==> src/rtl/nibble_serial_subtractor_pkg.sv <==
// Shared definitions for the nibble-serial subtractor: digit width and FSM encoding.
package nibble_serial_subtractor_pkg;

    localparam int NIBBLE_W = 4;

    typedef enum logic {
        ST_IDLE = 1'b0,
        ST_RUN  = 1'b1
    } state_e;

endpackage

==> src/rtl/nibble_serial_subtractor_slice.sv <==
// Combinational 4-bit subtract slice with borrow in/out: {b,d} = xn - yn - bin.
module nibble_serial_subtractor_slice
    import nibble_serial_subtractor_pkg::*;
(
    input  logic [NIBBLE_W-1:0] xn,
    input  logic [NIBBLE_W-1:0] yn,
    input  logic                bin,
    output logic [NIBBLE_W-1:0] d,
    output logic                b
);

    logic [NIBBLE_W:0] res_s;

    // Zero-extended subtraction; the top bit of the 5-bit result is the borrow.
    assign res_s  = {1'b0, xn} - {1'b0, yn} - {{NIBBLE_W{1'b0}}, bin};
    assign {b, d} = res_s;

endmodule

==> src/rtl/nibble_serial_subtractor.sv <==
// Multi-nibble subtractor: one 4-bit slice reused LSB-first across NIBBLES cycles,
// wrapped in a start/busy/done handshake with registered outputs.
module nibble_serial_subtractor
    import nibble_serial_subtractor_pkg::*;
#(
    parameter int NIBBLES = 4
) (
    input  logic                          clk,
    input  logic                          rst,
    input  logic                          start,
    input  logic [NIBBLE_W*NIBBLES-1:0]   x,
    input  logic [NIBBLE_W*NIBBLES-1:0]   y,
    output logic                          busy,
    output logic                          done,
    output logic [NIBBLE_W*NIBBLES-1:0]   diff,
    output logic                          borrow_out
);

    localparam int W     = NIBBLE_W * NIBBLES;
    localparam int IDX_W = $clog2(NIBBLES + 1);

    state_e             state_r;
    state_e             state_next_s;
    logic [IDX_W-1:0]   idx_r;
    logic [W-1:0]       x_sh_r;
    logic [W-1:0]       y_sh_r;
    logic [W-1:0]       diff_r;
    logic [W-1:0]       diff_wr_s;
    logic               borrow_r;
    logic               borrow_out_r;
    logic               busy_r;
    logic               done_r;
    logic               last_s;
    logic               accept_s;
    logic               step_s;
    logic               finish_s;
    logic [NIBBLE_W-1:0] slice_d_s;
    logic               slice_b_s;

    // Operands are shifted right each step, so the active nibble is always the low one.
    nibble_serial_subtractor_slice u_slice (
        .xn  (x_sh_r[NIBBLE_W-1:0]),
        .yn  (y_sh_r[NIBBLE_W-1:0]),
        .bin (borrow_r),
        .d   (slice_d_s),
        .b   (slice_b_s)
    );

    assign last_s = (idx_r == IDX_W'(NIBBLES - 1));

    // State register.
    always_ff @(posedge clk) begin
        if (rst) begin
            state_r <= ST_IDLE;
        end else begin
            state_r <= state_next_s;
        end
    end

    // Next-state logic: start only matters in IDLE; RUN lasts exactly NIBBLES cycles.
    always_comb begin
        state_next_s = state_r;
        case (state_r)
            ST_IDLE: begin
                if (start) begin
                    state_next_s = ST_RUN;
                end else begin
                    state_next_s = ST_IDLE;
                end
            end
            ST_RUN: begin
                if (last_s) begin
                    state_next_s = ST_IDLE;
                end else begin
                    state_next_s = ST_RUN;
                end
            end
            default: begin
                state_next_s = ST_IDLE;
            end
        endcase
    end

    // Control strobes decoded from the current state.
    always_comb begin
        accept_s = 1'b0;
        step_s   = 1'b0;
        finish_s = 1'b0;
        case (state_r)
            ST_IDLE: begin
                accept_s = start;
            end
            ST_RUN: begin
                step_s   = 1'b1;
                finish_s = last_s;
            end
            default: begin
                accept_s = 1'b0;
                step_s   = 1'b0;
                finish_s = 1'b0;
            end
        endcase
    end

    // Drop the slice result into the diff nibble selected by idx.
    always_comb begin
        diff_wr_s = diff_r;
        for (int i = 0; i < NIBBLES; i++) begin
            if (idx_r == IDX_W'(i)) begin
                diff_wr_s[i*NIBBLE_W +: NIBBLE_W] = slice_d_s;
            end else begin
                diff_wr_s[i*NIBBLE_W +: NIBBLE_W] = diff_r[i*NIBBLE_W +: NIBBLE_W];
            end
        end
    end

    // Datapath: operand capture, per-nibble step, borrow chain and final borrow.
    always_ff @(posedge clk) begin
        if (rst) begin
            x_sh_r       <= '0;
            y_sh_r       <= '0;
            diff_r       <= '0;
            idx_r        <= '0;
            borrow_r     <= 1'b0;
            borrow_out_r <= 1'b0;
        end else if (accept_s) begin
            x_sh_r   <= x;
            y_sh_r   <= y;
            diff_r   <= '0;
            idx_r    <= '0;
            borrow_r <= 1'b0;
        end else if (step_s) begin
            x_sh_r   <= x_sh_r >> NIBBLE_W;
            y_sh_r   <= y_sh_r >> NIBBLE_W;
            diff_r   <= diff_wr_s;
            borrow_r <= slice_b_s;
            idx_r    <= idx_r + IDX_W'(1);
            if (finish_s) begin
                borrow_out_r <= slice_b_s;
            end
        end
    end

    // Registered handshake outputs: busy tracks the upcoming state, done follows the last step.
    always_ff @(posedge clk) begin
        if (rst) begin
            busy_r <= 1'b0;
            done_r <= 1'b0;
        end else begin
            busy_r <= (state_next_s == ST_RUN);
            done_r <= finish_s;
        end
    end

    assign busy       = busy_r;
    assign done       = done_r;
    assign diff       = diff_r;
    assign borrow_out = borrow_out_r;

endmodule

==> config.mk <==
export PLATFORM = sky130hd
export DESIGN_NAME = nibble_serial_subtractor
export DESIGN_NICKNAME = d
export VERILOG_FILES = /design/src/rtl/nibble_serial_subtractor_pkg.sv /design/src/rtl/nibble_serial_subtractor_slice.sv /design/src/rtl/nibble_serial_subtractor.sv
export SDC_FILE = /design/constraint.sdc
export NUM_CORES = 1
export LEC_CHECK = 0
export CAP_MARGIN = 20
export CORE_UTILIZATION = 25
export DETAILED_ROUTE_END_ITERATION = 16
export SYNTH_ARGS = -nofsm -noshare
export SYNTH_HDL_FRONTEND = slang
export SYNTH_HIERARCHICAL = 1
export SYNTH_SLANG_ARGS = --single-unit
==> constraint.sdc <==
create_clock -name clk -period 3.25 [get_ports clk]
set_clock_uncertainty 0.1 [all_clocks]
set_input_delay 0.65 -clock clk [delete_from_list [all_inputs] [get_ports clk]]
set_output_delay 0.65 -clock clk [all_outputs]
set_load 0.01 [all_outputs]
After elaboration in Yosys (flattened, before gate mapping)
Cells that the tools add are included.
W data, S select, Z words.
{"block": "totals", "wordCells": 37, "register_bits": 55}
{"block": "classes", "reduce_logical": 8, "mux": 10, "bitwise": 2, "eq_ne": 3, "n_addsub": 3}
{"operator": "$mux W16", "count": 4}
{"operator": "$reduce_and A2 Y1", "count": 4}
{"operator": "$eq A3 B2 Y1 const B", "count": 2}
{"operator": "$mux W1", "count": 5}
{"operator": "$sub A4 B4 Y5", "count": 1}
{"operator": "$sub A5 B1 Y5", "count": 1}
{"operator": "$add A3 B1 Y3 const B", "count": 1}
{"operator": "$eq A3 B1 Y1 const B", "count": 1}
{"operator": "$logic_not A3 Y1", "count": 1}
{"operator": "$reduce_and A3 Y1", "count": 1}
{"operator": "$not A1 Y1", "count": 2}
{"operator": "$pmux W1 S2", "count": 1}
{"operator": "$reduce_bool A2 Y1", "count": 1}
{"operator": "$reduce_or A2 Y1", "count": 1}

Longest topological paths before layout
Gate-level depths: netlist (run 1).
{"block": "logic_depth", "depth_word": 3, "mapped_depth": 9, "depth_no_buf": 9}

By module
The synthesis (run 1) kept the hierarchy.
{"mod": "nibble_serial_subtractor", "area_per_inst_um2": 2351.0, "instances": 1, "seq_area_each_um2": 1101.1, "cells_each": 249}
{"mod": "nibble_serial_subtractor_slice", "area_per_inst_um2": 207.7, "instances": 1, "seq_area_each_um2": 0.0, "cells_each": 24}

Worst setup path after synthesis (run 1)
OpenSTA, ideal clock, no wires.
{"block": "synth_timing", "path_type": "reg-to-reg", "start": "reg y_sh_r[0]", "end": "reg borrow_out_r, in the netlist borrow_out", "n_path_buf": 0, "t_arrival_ps": 1822, "stages_incl_launch_ff": 9, "slack_ps": 1258, "required_ps": 3079, "cell_sequence": "dfxtp_1 -> inv_1 -> fa_1 -> fa_1 -> nand2b_1 -> a21oi_2 -> xor2_1 -> nand3_1 -> a21oi_1"}
{"block": "synth_via", "elab_chain_cells": 2}
{"element": "from (decl)", "line": "nibble_serial_subtractor.sv:26", "text": "logic [W-1:0] y_sh_r;"}
{"element": "from (signal assigned)", "line": "nibble_serial_subtractor.sv:128", "text": "y_sh_r <= y;"}
{"element": "from (signal assigned)", "line": "nibble_serial_subtractor.sv:134", "text": "y_sh_r <= y_sh_r >> NIBBLE_W;"}
{"element": "$sub A4 B4 Y5", "line": "nibble_serial_subtractor_slice.sv:15", "text": "assign res_s = {1'b0, xn} - {1'b0, yn} - {{NIBBLE_W{1'b0}}, bin};"}
{"element": "$sub A5 B1 Y5", "line": "nibble_serial_subtractor_slice.sv:15"}
{"element": "named net slice_b_s", "line": "nibble_serial_subtractor.sv:38", "text": "logic slice_b_s;"}
{"element": "to (signal assigned)", "line": "nibble_serial_subtractor.sv:139", "text": "borrow_out_r <= slice_b_s;"}
{"element": "to (decl)", "line": "nibble_serial_subtractor.sv:30", "text": "logic borrow_out_r;"}
The timed path passes the listed nets, and every way through them passes these cells.
A chain may end at the register's enable or synchronous reset.

Worst setup path in the final report (run 1)
{"block": "layout_timing", "start": "reg y_sh_r[0]", "end": "reg diff_r[15], in the netlist diff[15]"}
{"block": "layout_via", "elab_chain_cells": 2}
{"element": "$sub A4 B4 Y5", "line": "nibble_serial_subtractor_slice.sv:15"}
{"element": "$sub A5 B1 Y5", "line": "nibble_serial_subtractor_slice.sv:15"}
{"element": "named net slice_d_s[3]", "line": "nibble_serial_subtractor.sv:37", "text": "logic [NIBBLE_W-1:0] slice_d_s;"}
{"element": "to (signal assigned)", "line": "nibble_serial_subtractor.sv:135", "text": "diff_r <= diff_wr_s;"}
{"element": "to (decl)", "line": "nibble_serial_subtractor.sv:27", "text": "logic [W-1:0] diff_r;"}
The timed path passes the listed nets, and every way through them passes these cells.

==> summary.md, run 1 <==
| Metric | Value |
|---|---|
| Run status | complete, no violations |
| Via count | 1848 |
| Remaining antenna violation count after routing | 0 |
| HPWL after detailed placement | slightly below 4000 µm |
| Drc violations | 0 |
| Routed vias/inst | ~4 |
| Ant. Diodes | 0 |
| Final net count | around 370 |
| Setup TNS | 0 ns |
| Crit path max-delay cell type | fa_1 |
| Clock root buffer | clkbuf_8 |
| PortBufs | 53 |
| RSZ-0062 raised after global routing | no |
| First DRT Iteration DRCs | 68 |
| Gpl congestion | approximately 0.76 |
| Crit path time final | about 2.2 ns |
| CTS resizes | 0 |
| Die Width | 103.2 µm |
| Final number of hold-violating endpoints | 0 |
| Rel. slew slack | between 40 and 50% |
| Critical path launch point type | flop |
| Final WL | 5282 µm |
| Mapped cell area | 2559 µm² |
| DRT Pass-1 Iters | 4 |
| Area grow syn2layout | 26.36% |
| Row count | 36 |
| Largest net degree at the start of global routing | 55 |
| Max-Cap Viols | 0 |
| Synthesized area per cell | 9.373 µm² |
| Net Count, Synth | about 320 |
| Setup violations, final | 0 |
| Postcts setup bufs | 0 |
| CP Capture Type | flop |
| Synth cell types | 24 |
| Clk_lat worst skew | ~0.30 ns |
| Cells after Synth | between 200 and 300 |
| Num CTS Buffers | 5 |
| Reg clk slew, reported paths | roughly 0.080 ns |
| Vias in the first global route | ~1800 |
| Average wire per standard cell | ~12 µm |
| Crit path cell chain | inv_1 > fa_1 > inv_1 > ha_1 > o21ai_0 > nand3b_1 > xor2_1 > nand3_1 > a21oi_1 |
| Worst Hold Class | flop to flop |
| Area occupied by registers | approximately 1100 µm² |
| Lkg Pwr | ~1.3 nW |
| Peak VDD IR | ~0.17 mV |
| Worst slew pin tran | approximately 0.76 ns |
| Starting Density | between 20% and 30% |
| Critical path type | flop to flop |
| Tcrit/Tclk final | 66.69% |
| GRT overflow | 0 |
| CP most frequent cell | inv_1 |
| Crit Path Max Fanout | 4 |
| Final Power | 1.314 mW |
| # hold bufs at CTS | 0 |
| GRT Util Overall | 10.68% |
| Synthesized flop and latch total | 55 |
| Post-synthesis sequential area ratio | between 40% and 50% |
| Critical path data required time | roughly 3.4 ns |
| Ports | 54 |
| Crit-path max cell delay | 0.53 ns |
| Die Y | between 100 and 150 µm |
| Core area | approximately 9900 µm² |
| First-pass GRT wire length | about 8600 µm |
| # fillers | about 1000 |
| Share of cells above drive strength 1 | ~3.8% |
| Multi-input gate area | ~1300 µm² |
| Clock Tree Buf Depth | 2 |
| TritonCTS clock tree | yes |
| Initial antenna violation count | 0 |
| CTS sink count | 55 |
| Fmax | approximately 460 MHz |
| Synth Warn # | 6 |
| PwrDens | a little over 400 nW/µm² |
| Crit path DAT | around 2.3 ns |
| H-tree Lvls | 2 |
| Die area | roughly 11000 µm² |
| Slew Viols, Final | 0 |
[final timing paths]
path | from | end | slack [ns] | cells after the start
worst min-delay path | diff[13] | diff[13] | 0.36 | 2
worst min register to register | diff[13] | diff[13] | 0.36 | 2
worst max-delay path | y_sh_r[0] | diff[15] | 1.08 | 9
worst max register to register | y_sh_r[0] | diff[15] | 1.08 | 9
[critical path: cells and delay by family, from the launching register on]
| family | cells | cell delay [ns] |
|---|---|---|
| AOI/OAI and AO/OA | 2 | 0.30 |
| xor gates and xnor gates | 1 | 0.29 |
| adders and majority gates | 2 | 0.70 |
| buffers and inverters | 2 | 0.12 |
| DFF | 1 | 0.34 |
| and+or+nand+nor | 2 | 0.24 |
[metrics by stage]
step,cell area [µm²],hold slack (ns),cells,util (%),setup WS (ns)
final,3233,0.3617,451,32.78,1.083
after global routing,3233,0.3925,451,32.78,0.9195
after CTS,3233,0.3675,451,32.78,1.073
after detailed placement,3161,0.3549,445,32.04,1.090
after global placement,3161,0.3482,445,32.04,1.101
after floorplan,2559,0.3602,273,-,1.258
[state kept, by name, indices dropped and copies added, names as in the netlist]
signal and count:
busy 1, borrow_out 1, x_sh_r 16, idx_r 3, diff 16, done 1, borrow_r 1, y_sh_r 16
[report_power, final]
group	total (mW)	internal (mW)	leakage [nW]	switching [mW]
Clock	0.343	0.144	0.0371	0.199
Sequential	0.729	0.706	0.449	0.0225
Combinational	0.242	0.125	0.824	0.118
Total	1.31	0.975	1.31	0.339
[metal layers]
| metal | up-vias | global-route usage (%) | part of all wire, % |
|---|---|---|---|
| li1 | 983 | - | - |
| met1 | 814 | 14.10 | 50 |
| met2 | 44 | 17.18 | 45 |
| met3 | 7 | 2.441 | 3.8 |
| met4 | 0 | 3.575 | 1.2 |
| met5 | - | 0 | 0 |
[cells by family (layout without fill, tap and decap cells)]
logic type,after synthesis,after routing,synth area share [%]
flip-flops,55,55,43.03
XOR/XNOR,5,5,1.711
adder cells (fa/ha/maj),13,13,6.944
buffers and inverters,28,73,6.063
multiplexers,46,46,18.00
AO/OA/AOI/OAI,33,33,6.895
AND/OR/NAND/NOR,93,93,17.36
[synthesized netlist by cell type]
cell	count	area share, %
dfxtp_1	55	43
mux2i_1	46	18
nand2_1	30	4.4
nor2_1	25	3.7
o21ai_0	25	4.9
nor2b_1	23	5.6
ha_1	11	5.4
inv_1	11	1.6
buf_2	7	1.4
a21oi_1	6	1.2
nand3_1	5	0.98
clkbuf_1	4	0.59
nand2b_1	4	0.98
nand3b_1	4	1.2
xor2_1	4	1.4
buf_8	3	1.8
buf_4	2	0.59
fa_1	2	1.6
a211oi_2	1	0.49
a21oi_2	1	0.34
and2b_1	1	0.29
buf_1	1	0.15
or2_1	1	0.24
xnor2_1	1	0.34
[cells in the final DEF, fill, tap and decap left out]
cell,count
fa_1,2
a21oi_2,1
or2_1,1
a211oi_2,1
nor2b_1,23
and2b_1,1
a21oi_1,6
mux2i_1,46
clkbuf_1,1
nand2b_1,4
o21ai_0,25
nand3b_1,4
dfxtp_2,1
buf_2,1
nand3_1,5
buf_4,3
clkbuf_8,5
dfxtp_1,54
inv_1,11
nand2_1,30
ha_1,11
clkdlybuf4s50_1,52
nor2_1,25
xor2_1,4
xnor2_1,1
[layout make-up]
class | instances | share of cell area, %
timing repair buffer | 56 | 16.95
tap | 133 | 5.147
multi-input combinational | 190 | 40.29
sequential | 55 | 34.09
clock buffer | 6 | 2.245
inverter | 11 | 1.277
Note: power is estimated with default switching activity, not from simulation.
==> run 2: changes to the inputs <==
==> constraint.sdc (replaced) <==
create_clock -name clk -period 2.3 [get_ports clk]
set_clock_uncertainty 0.1 [all_clocks]
set_input_delay 0.46 -clock clk [delete_from_list [all_inputs] [get_ports clk]]
set_output_delay 0.46 -clock clk [all_outputs]
set_load 0.01 [all_outputs]
==> run 2 against run 1 <==
Sequential power is 41% higher. Largest cell class unchanged. Critical path type unchanged. Routed wire length up 1.5%. Highest routed layer unchanged. Core utilization increased by 1.1 points. Cell count increased by 1.1%. Register-to-register slack got worse by 0.90 ns.
==> summary.md, run 2 (synthesized netlist as in run 1, its figures left out) <==
| Metric | Value |
|---|---|
| Postcts setup bufs | 0 (unchanged) |
| Clock share of power | 35.3% (was 26.1%) |
| Worst slew pin tran | 0.5750 ns (was 0.7606 ns) |
| CP Capture Type | flop (unchanged) |
| Peak VDD IR | 0.2900 mV (was 0.1667 mV) |
| Crit path time final | 2.114 ns (was 2.167 ns) |
| Clock Tree Buf Depth | 2 (unchanged) |
| Reg-to-Reg Start | y_sh_r[0] (unchanged) |
| Row count | 36 (unchanged) |
| Area after DPL | 3196 µm² (was 3161 µm²) |
| Slew Viols, Final | 0 (unchanged) |
| Most common cell after layout, fill and taps aside | dfxtp_1 (unchanged) |
| Core area | 9864 µm² (unchanged) |
| Critical path data required time | 2.46 ns (was 3.37 ns) |
| RSZ-0062 raised after global routing | yes (was no) |
| Ports | 54 (unchanged) |
| Crit Path Max Fanout | 2 (was 4) |
| Commonest cells after routing, fill and taps aside | dfxtp_1 (54), clkdlybuf4s50_1 (52), mux2i_1 (46), nand2_1 (30), nor2_1 (25) (was dfxtp_1 (54), clkdlybuf4s50_1 (52), mux2i_1 (46), nand2_1 (30)) |
| Run status | complete, no violations (unchanged) |
| HPWL after detailed placement | 3987 µm (was 3882 µm) |
| Ant. Diodes | 0 (unchanged) |
| Tcrit/Tclk final | 91.93% (was 66.69%) |
| Max-Cap Viols | 0 (unchanged) |
| GRT overflow | 0 (unchanged) |
| PwrDens | 643.0 nW/µm² (was 406.6 nW/µm²) |
| First DRT Iteration DRCs | 68 (unchanged) |
| Crit path DAT | 2.27 ns (was 2.29 ns) |
| Reg2reg end | borrow_out (was diff[15]) |
| DRT Pass-1 Iters | 4 (unchanged) |
| Fmax | 473.0 MHz (was 461.4 MHz) |
| Sequential share of power | 47.7% (was 55.5%) |
| Gpl congestion | 0.7761 (was 0.7559) |
| Hold EP | diff[13] (unchanged) |
| Worst Hold Depth | 2 (unchanged) |
| CTS sink count | 55 (unchanged) |
| Initial antenna violation count | 0 (unchanged) |
| Routed vias/inst | 4.257 (was 4.098) |
| Register-to-register setup slack | 0.19 ns (was 1.08 ns) |
| GRT Util Overall | 10.85% (was 10.68%) |
| Clk_lat worst skew | 0.31 ns (was 0.30 ns) |
| Core Util, Final | 33.88% (was 32.78%) |
| Reg clk slew, reported paths | 0.11 ns (was 0.08 ns) |
| First-pass GRT wire length | 8825 µm (was 8618 µm) |
| Average wire per standard cell | 11.76 µm (was 11.71 µm) |
| Die Y | 103.2 µm (unchanged) |
| Reg2Reg Depth | 8 (was 9) |
| Die area | 10640 µm² (unchanged) |
| PortBufs | 53 (unchanged) |
| Remaining antenna violation count after routing | 0 (unchanged) |
| Via count | 1941 (was 1848) |
| Die Width | 103.2 µm (unchanged) |
| WHS | 0.3685 ns (was 0.3617 ns) |
| Critical path type | flop to flop (unchanged) |
| Fin area | 3342 µm² (was 3233 µm²) |
| Final number of hold-violating endpoints | 0 (unchanged) |
| Largest net degree at the start of global routing | 66 (was 55) |
| H-tree Lvls | 2 (unchanged) |
| Final Power | 2.149 mW (was 1.314 mW) |
| Hold Path Origin | diff[13] (unchanged) |
| TritonCTS clock tree | yes (unchanged) |
| Rel. slew slack | 61.67% (was 49.30%) |
| Psw | 529.3 µW (was 339.3 µW) |
| Final net count | 370 (was 367) |
| Setup violations, final | 0 (unchanged) |
| Critical path launch point type | flop (unchanged) |
| Pint | 1.620 mW (was 975.2 µW) |
| Power share of the combinational group | 17.0% (was 18.4%) |
| Num CTS Buffers | 5 (unchanged) |
| Worst Hold Class | flop to flop (unchanged) |
| Area grow syn2layout | 30.61% (was 26.36%) |
| Starting Density | 25.94% (unchanged) |
| Drc violations | 0 (unchanged) |
| Lkg Pwr | 1.357 nW (was 1.310 nW) |
| Clock root buffer | clkbuf_8 (unchanged) |
| Share of cells above drive strength 1 | 6.192% (was 3.774%) |
| Net switching fraction of the power | 24.63% (was 25.81%) |
| Vias in the first global route | 1839 (was 1774) |
| Final WL | 5363 µm (was 5282 µm) |
[run 2: power groups by stage]
| stage | clock network [mW] | logic, mW | registers [mW] |
|---|---|---|---|
| CTS | 0.782 | 0.364 | 1.03 |
| floorplan | 0 | 0.241 | 1.04 |
| global placement | 0 | 0.352 | 1.05 |
| finish | 0.759 | 0.365 | 1.03 |
| detailed placement | 0 | 0.361 | 1.05 |
| global route | 0.814 | 0.408 | 1.03 |
[run 2: stage by stage]
step	instances	worst slack (ns)	setup TNS, ns
5_1_grt	456	-0.02350	-0.02350
2_1_floorplan	273	0.3077	0
3_3_place_gp	448	0.2333	0
3_5_place_dp	448	0.1469	0
6_report	456	0.1856	0
4_1_cts	456	0.05723	0
[run 2: layer usage]
metal	track usage, %	up-vias	share of wire [%]
met2	18.31	48	48
met1	13.88	896	47
met5	0	-	0
met4	3.250	0	0.54
li1	-	995	-
met3	2.305	2	4.4
[run 2: layout make-up]
cell class | count | area (µm²)
Fill cell | 1016 | 6523
Multi-Input combinational cell | 190 | 1313
Sequential cell | 55 | 1102
Timing Repair Buffer | 59 | 583.1
Tap cell | 133 | 166.4
Clock buffer | 5 | 68.82
Clock inverter | 3 | 67.56
Inverter | 11 | 41.29
[run 2: timing repair]
action                                  CTS  global route
resized for setup                         0             3
endpoints found under the setup margin    0             5
hold buffers                              0             0
[run 2: worst max-delay path: stages (launching register included)]
cell	delay [ns]
dfxtp_1	0.35
inv_1	0.06
fa_1	0.43
fa_2	0.37
nand2b_1	0.16
a21oi_2	0.15
xor2_1	0.19
nand3_1	0.09
a21oi_1	0.14
[run 2: how the worst max path moves through the flow]
stage | start | endpoint | slack (ns) | cells past startpoint
floorplan | y_sh_r[0] | borrow_out | 0.31 | 8
global placement | y_sh_r[0] | borrow_out | 0.23 | 8
detailed placement | y_sh_r[0] | borrow_out | 0.15 | 8
CTS | y_sh_r[0] | diff[15] | 0.06 | 9
global route | y_sh_r[0] | diff[15] | -0.02 | 9
finish | y_sh_r[0] | borrow_out | 0.19 | 8
==> run 3: changes to the inputs <==
--- a/config.mk
+++ b/config.mk
@@ -10,5 +10,4 @@
 export DETAILED_ROUTE_END_ITERATION = 16
 export SYNTH_ARGS = -nofsm -noshare
 export SYNTH_HDL_FRONTEND = slang
-export SYNTH_HIERARCHICAL = 1
 export SYNTH_SLANG_ARGS = --single-unit
==> run 3 against run 2 <==
Global-route usage rose by 0.94 points. Flip-flop and latch count unchanged. Combinational power shrank 6.8%. Non-clock buffer count fell by 1. Design area shrank 4.6%. Critical endpoint is now borrow_r. Highest routed layer unchanged.
==> summary.md, run 3 <==
| Metric | Value |
|---|---|
| Starting Density | 26.22% (was 25.94%) |
| GRT overflow | 0 (unchanged) |
| Worst slew pin tran | 0.4829 ns (was 0.5750 ns) |
| Crit path cell chain | inv_1 > fa_1 > inv_1 > fa_1 > nand2_1 > a21oi_1 > xnor2_1 > a211oi_1 (was inv_1 > fa_1 > fa_2 > nand2b_1 > a21oi_2 > xor2_1 > nand3_1 > a21oi_1) |
| Net Count, Synth | 328 (was 321) |
| Fin area | 3188 µm² (was 3342 µm²) |
| Reg2Reg Depth | 8 (unchanged) |
| Yosys top cell by area | dfxtp_1 (unchanged) |
| Commonest cells after routing, fill and taps aside | nor2_1 (65), dfxtp_1 (54), clkdlybuf4s50_1 (52), a21oi_1 (37), mux2i_1 (33) (was dfxtp_1 (54), clkdlybuf4s50_1 (52), mux2i_1 (46), nand2_1 (30), nor2_1 (25)) |
| Area grow syn2layout | 29.14% (was 30.61%) |
| Die Y | 101.4 µm (was 103.2 µm) |
| CTS sink count | 55 (unchanged) |
| Critical path launch point type | flop (unchanged) |
| Gpl congestion | 0.7650 (was 0.7761) |
| Crit path max-delay cell type | fa_1 (unchanged) |
| Post-Place Setup Slack | 0.4120 ns (was 0.1469 ns) |
| # hold bufs at CTS | 0 (unchanged) |
| RSZ-0062 raised after global routing | no (was yes) |
| Most common cell after layout, fill and taps aside | nor2_1 (was dfxtp_1) |
| Reg2reg end | borrow_r (was borrow_out) |
| Drc violations | 0 (unchanged) |
| Lkg Pwr | 1.248 nW (was 1.357 nW) |
| Setup violations, final | 0 (unchanged) |
| Worst Hold Depth | 2 (unchanged) |
| Die Width | 101.4 µm (was 103.2 µm) |
| Mapped cell area | 2469 µm² (was 2559 µm²) |
| Cells after Synth | 282 (was 273) |
| Share of cells above drive strength 1 | 5.455% (was 6.192%) |
| Max-Cap Viols | 0 (unchanged) |
| Synth top cells by count | nor2_1 (65), dfxtp_1 (55), a21oi_1 (37) (was dfxtp_1 (55), mux2i_1 (46), nand2_1 (30)) |
| Crit path time final | 1.921 ns (was 2.114 ns) |
| Synth async-reset ratio | 0% (unchanged) |
| Worst Hold Class | flop to flop (unchanged) |
| CP Capture Type | flop (unchanged) |
| Final net count | 375 (was 370) |
| Inst Count DP | 451 (was 448) |
| TritonCTS clock tree | yes (unchanged) |
| Synth Warn # | 0 (was 6) |
| Final number of hold-violating endpoints | 0 (unchanged) |
| Clock root buffer | clkbuf_8 (unchanged) |
| Post-synth EDFFs | 0 (unchanged) |
| Initial antenna violation count | 0 (unchanged) |
| Synth cell types | 27 (was 24) |
| Core area | 9415 µm² (was 9864 µm²) |
| Clk_lat worst skew | 0.32 ns (was 0.31 ns) |
| Die area | 10280 µm² (was 10640 µm²) |
| PwrDens | 608.8 nW/µm² (was 643.0 nW/µm²) |
| Largest net degree at the start of global routing | 52 (was 66) |
| First DRT Iteration DRCs | 76 (was 68) |
| Final WL | 5593 µm (was 5363 µm) |
| Peak VDD IR | 0.2683 mV (was 0.2900 mV) |
| Clock Tree Buf Depth | 2 (unchanged) |
| Core Util, Final | 33.86% (was 33.88%) |
| Rel. slew slack | 67.81% (was 61.67%) |
| Primary FF master, synth | dfxtp_1 (unchanged) |
| Post-synthesis sequential area ratio | 44.60% (was 43.03%) |
| Run status | complete, no violations (unchanged) |
| Fmax | 520.5 MHz (was 473.0 MHz) |
| Reg clk slew, reported paths | 0.10 ns (was 0.11 ns) |
| Area after DPL | 3089 µm² (was 3196 µm²) |
| Crit Path Max Fanout | 2 (unchanged) |
| Num CTS Buffers | 5 (unchanged) |
| HPWL after detailed placement | 4095 µm (was 3987 µm) |
| Worst Path Buf+Inv | 2 (was 1) |
| Row count | 35 (was 36) |
| PortBufs | 53 (unchanged) |
| First-pass GRT wire length | 9280 µm (was 8825 µm) |
| Average wire per standard cell | 12.19 µm (was 11.76 µm) |
| Postcts setup bufs | 0 (unchanged) |
| Critical path type | flop to flop (unchanged) |
| Ports | 54 (unchanged) |
| Vias in the first global route | 1874 (was 1839) |
| Setup WS post-layout | 0.3787 ns (was 0.1856 ns) |
| H-tree Lvls | 2 (unchanged) |
| Crit-path max cell delay | 0.45 ns (was 0.43 ns) |
| Setup TNS | 0 ns (unchanged) |
| Routed vias/inst | 4.309 (was 4.257) |
| Register-to-register setup slack | 0.38 ns (was 0.19 ns) |
| Via count | 1978 (was 1941) |
| Crit path DAT | 2.06 ns (was 2.27 ns) |
| DRT Pass-1 Iters | 4 (unchanged) |
| Hold EP | diff[8] (was diff[13]) |
| Most frequent cell after synthesis | nor2_1 (was dfxtp_1) |
| Synth top area cells | dfxtp_1 (45%), mux2i_1 (13%), nor2_1 (9.9%), a21oi_1 (7.5%), ha_1 (4.6%) (was dfxtp_1 (43%), mux2i_1 (18%), nor2b_1 (5.6%), ha_1 (5.4%), o21ai_0 (4.9%)) |
| Non-Filler Instances | 459 (was 456) |
| Synthesized area per cell | 8.754 µm² (was 9.373 µm²) |
| WHS | 0.3607 ns (was 0.3685 ns) |
| Final Power | 1.941 mW (was 2.149 mW) |
| Slew Viols, Final | 0 (unchanged) |
| Reg-to-Reg Start | borrow_r (was y_sh_r[0]) |
| Synthesized flop and latch total | 55 (unchanged) |
| Hold Path Origin | diff[8] (was diff[13]) |
| Synth top area share | 44.60% (was 43.03%) |
| GRT Util Overall | 11.79% (was 10.85%) |
| Remaining antenna violation count after routing | 0 (unchanged) |
| CTS resizes | 0 (unchanged) |
| Tcrit/Tclk final | 83.54% (was 91.93%) |
| Top cell family by delay on the critical path | adder cells (unchanged) |
| Critical path data required time | 2.43 ns (was 2.46 ns) |
| Ant. Diodes | 0 (unchanged) |
-- run 3: cell count changes after synthesis, sizes merged, moves of 11 or more --
| cell | change |
|---|---|
| a21oi | +30 |
| mux2i | -13 |
| nand2 | -11 |
| nor2 | +40 |
| nor2b | -22 |
| o21ai | -25 |
-- run 3: worst max-delay path by stage --
stage                   from       end  cells after the start
CTS                 borrow_r  borrow_r                      8
detailed placement  borrow_r   diff[3]                      7
finish              borrow_r  borrow_r                      8
global placement    borrow_r  borrow_r                      8
global route        borrow_r  diff[10]                      7
floorplan           borrow_r   diff[5]                      5
-- run 3: worst register-to-register path: cells and delay by family, from the launching register on --
family	cells	cell delay, ns
adders and majority gates	2	0.65
AOI/OAI and AO/OA	2	0.42
DFF	1	0.35
buffers and inverters	2	0.14
xor gates and xnor gates	1	0.10
and+or+nand+nor	1	0.07
-- run 3: layout make-up --
type                            instances  area [µm²]
Timing Repair Buffer                   58       575.6
Clock buffer                            6       82.58
Tap cell                              129       161.4
Inverter                               13       48.80
Multi-Input combinational cell        196        1201
Sequential cell                        55        1102
Fill cell                             999        6227
Clock inverter                          2       16.27
-- run 3: where the power goes --
| group | total (mW) | switching, mW | internal, mW |
|---|---|---|---|
| sequential | 1.03 | 0.0310 | 0.996 |
| clock | 0.574 | 0.327 | 0.247 |
| combinational | 0.340 | 0.174 | 0.166 |
-- run 3: cell families after synthesis --
logic type	share of synthesized area, %
flip-flops	44.60
AO/OA/AOI/OAI	11.51
adder cells (fa/ha/maj)	6.184
multiplexers	13.38
buffers and inverters	6.741
AND/OR/NAND/NOR	16.17
XOR/XNOR	1.419
-- run 3: metal layers --
metal | up-vias | wire [µm] | track usage, %
li1 | 1032 | - | -
met4 | 0 | 31 | 3.010
met1 | 896 | 2652 | 15.33
met5 | - | 0 | 0
met3 | 2 | 345 | 4.003
met2 | 48 | 2562 | 18.73
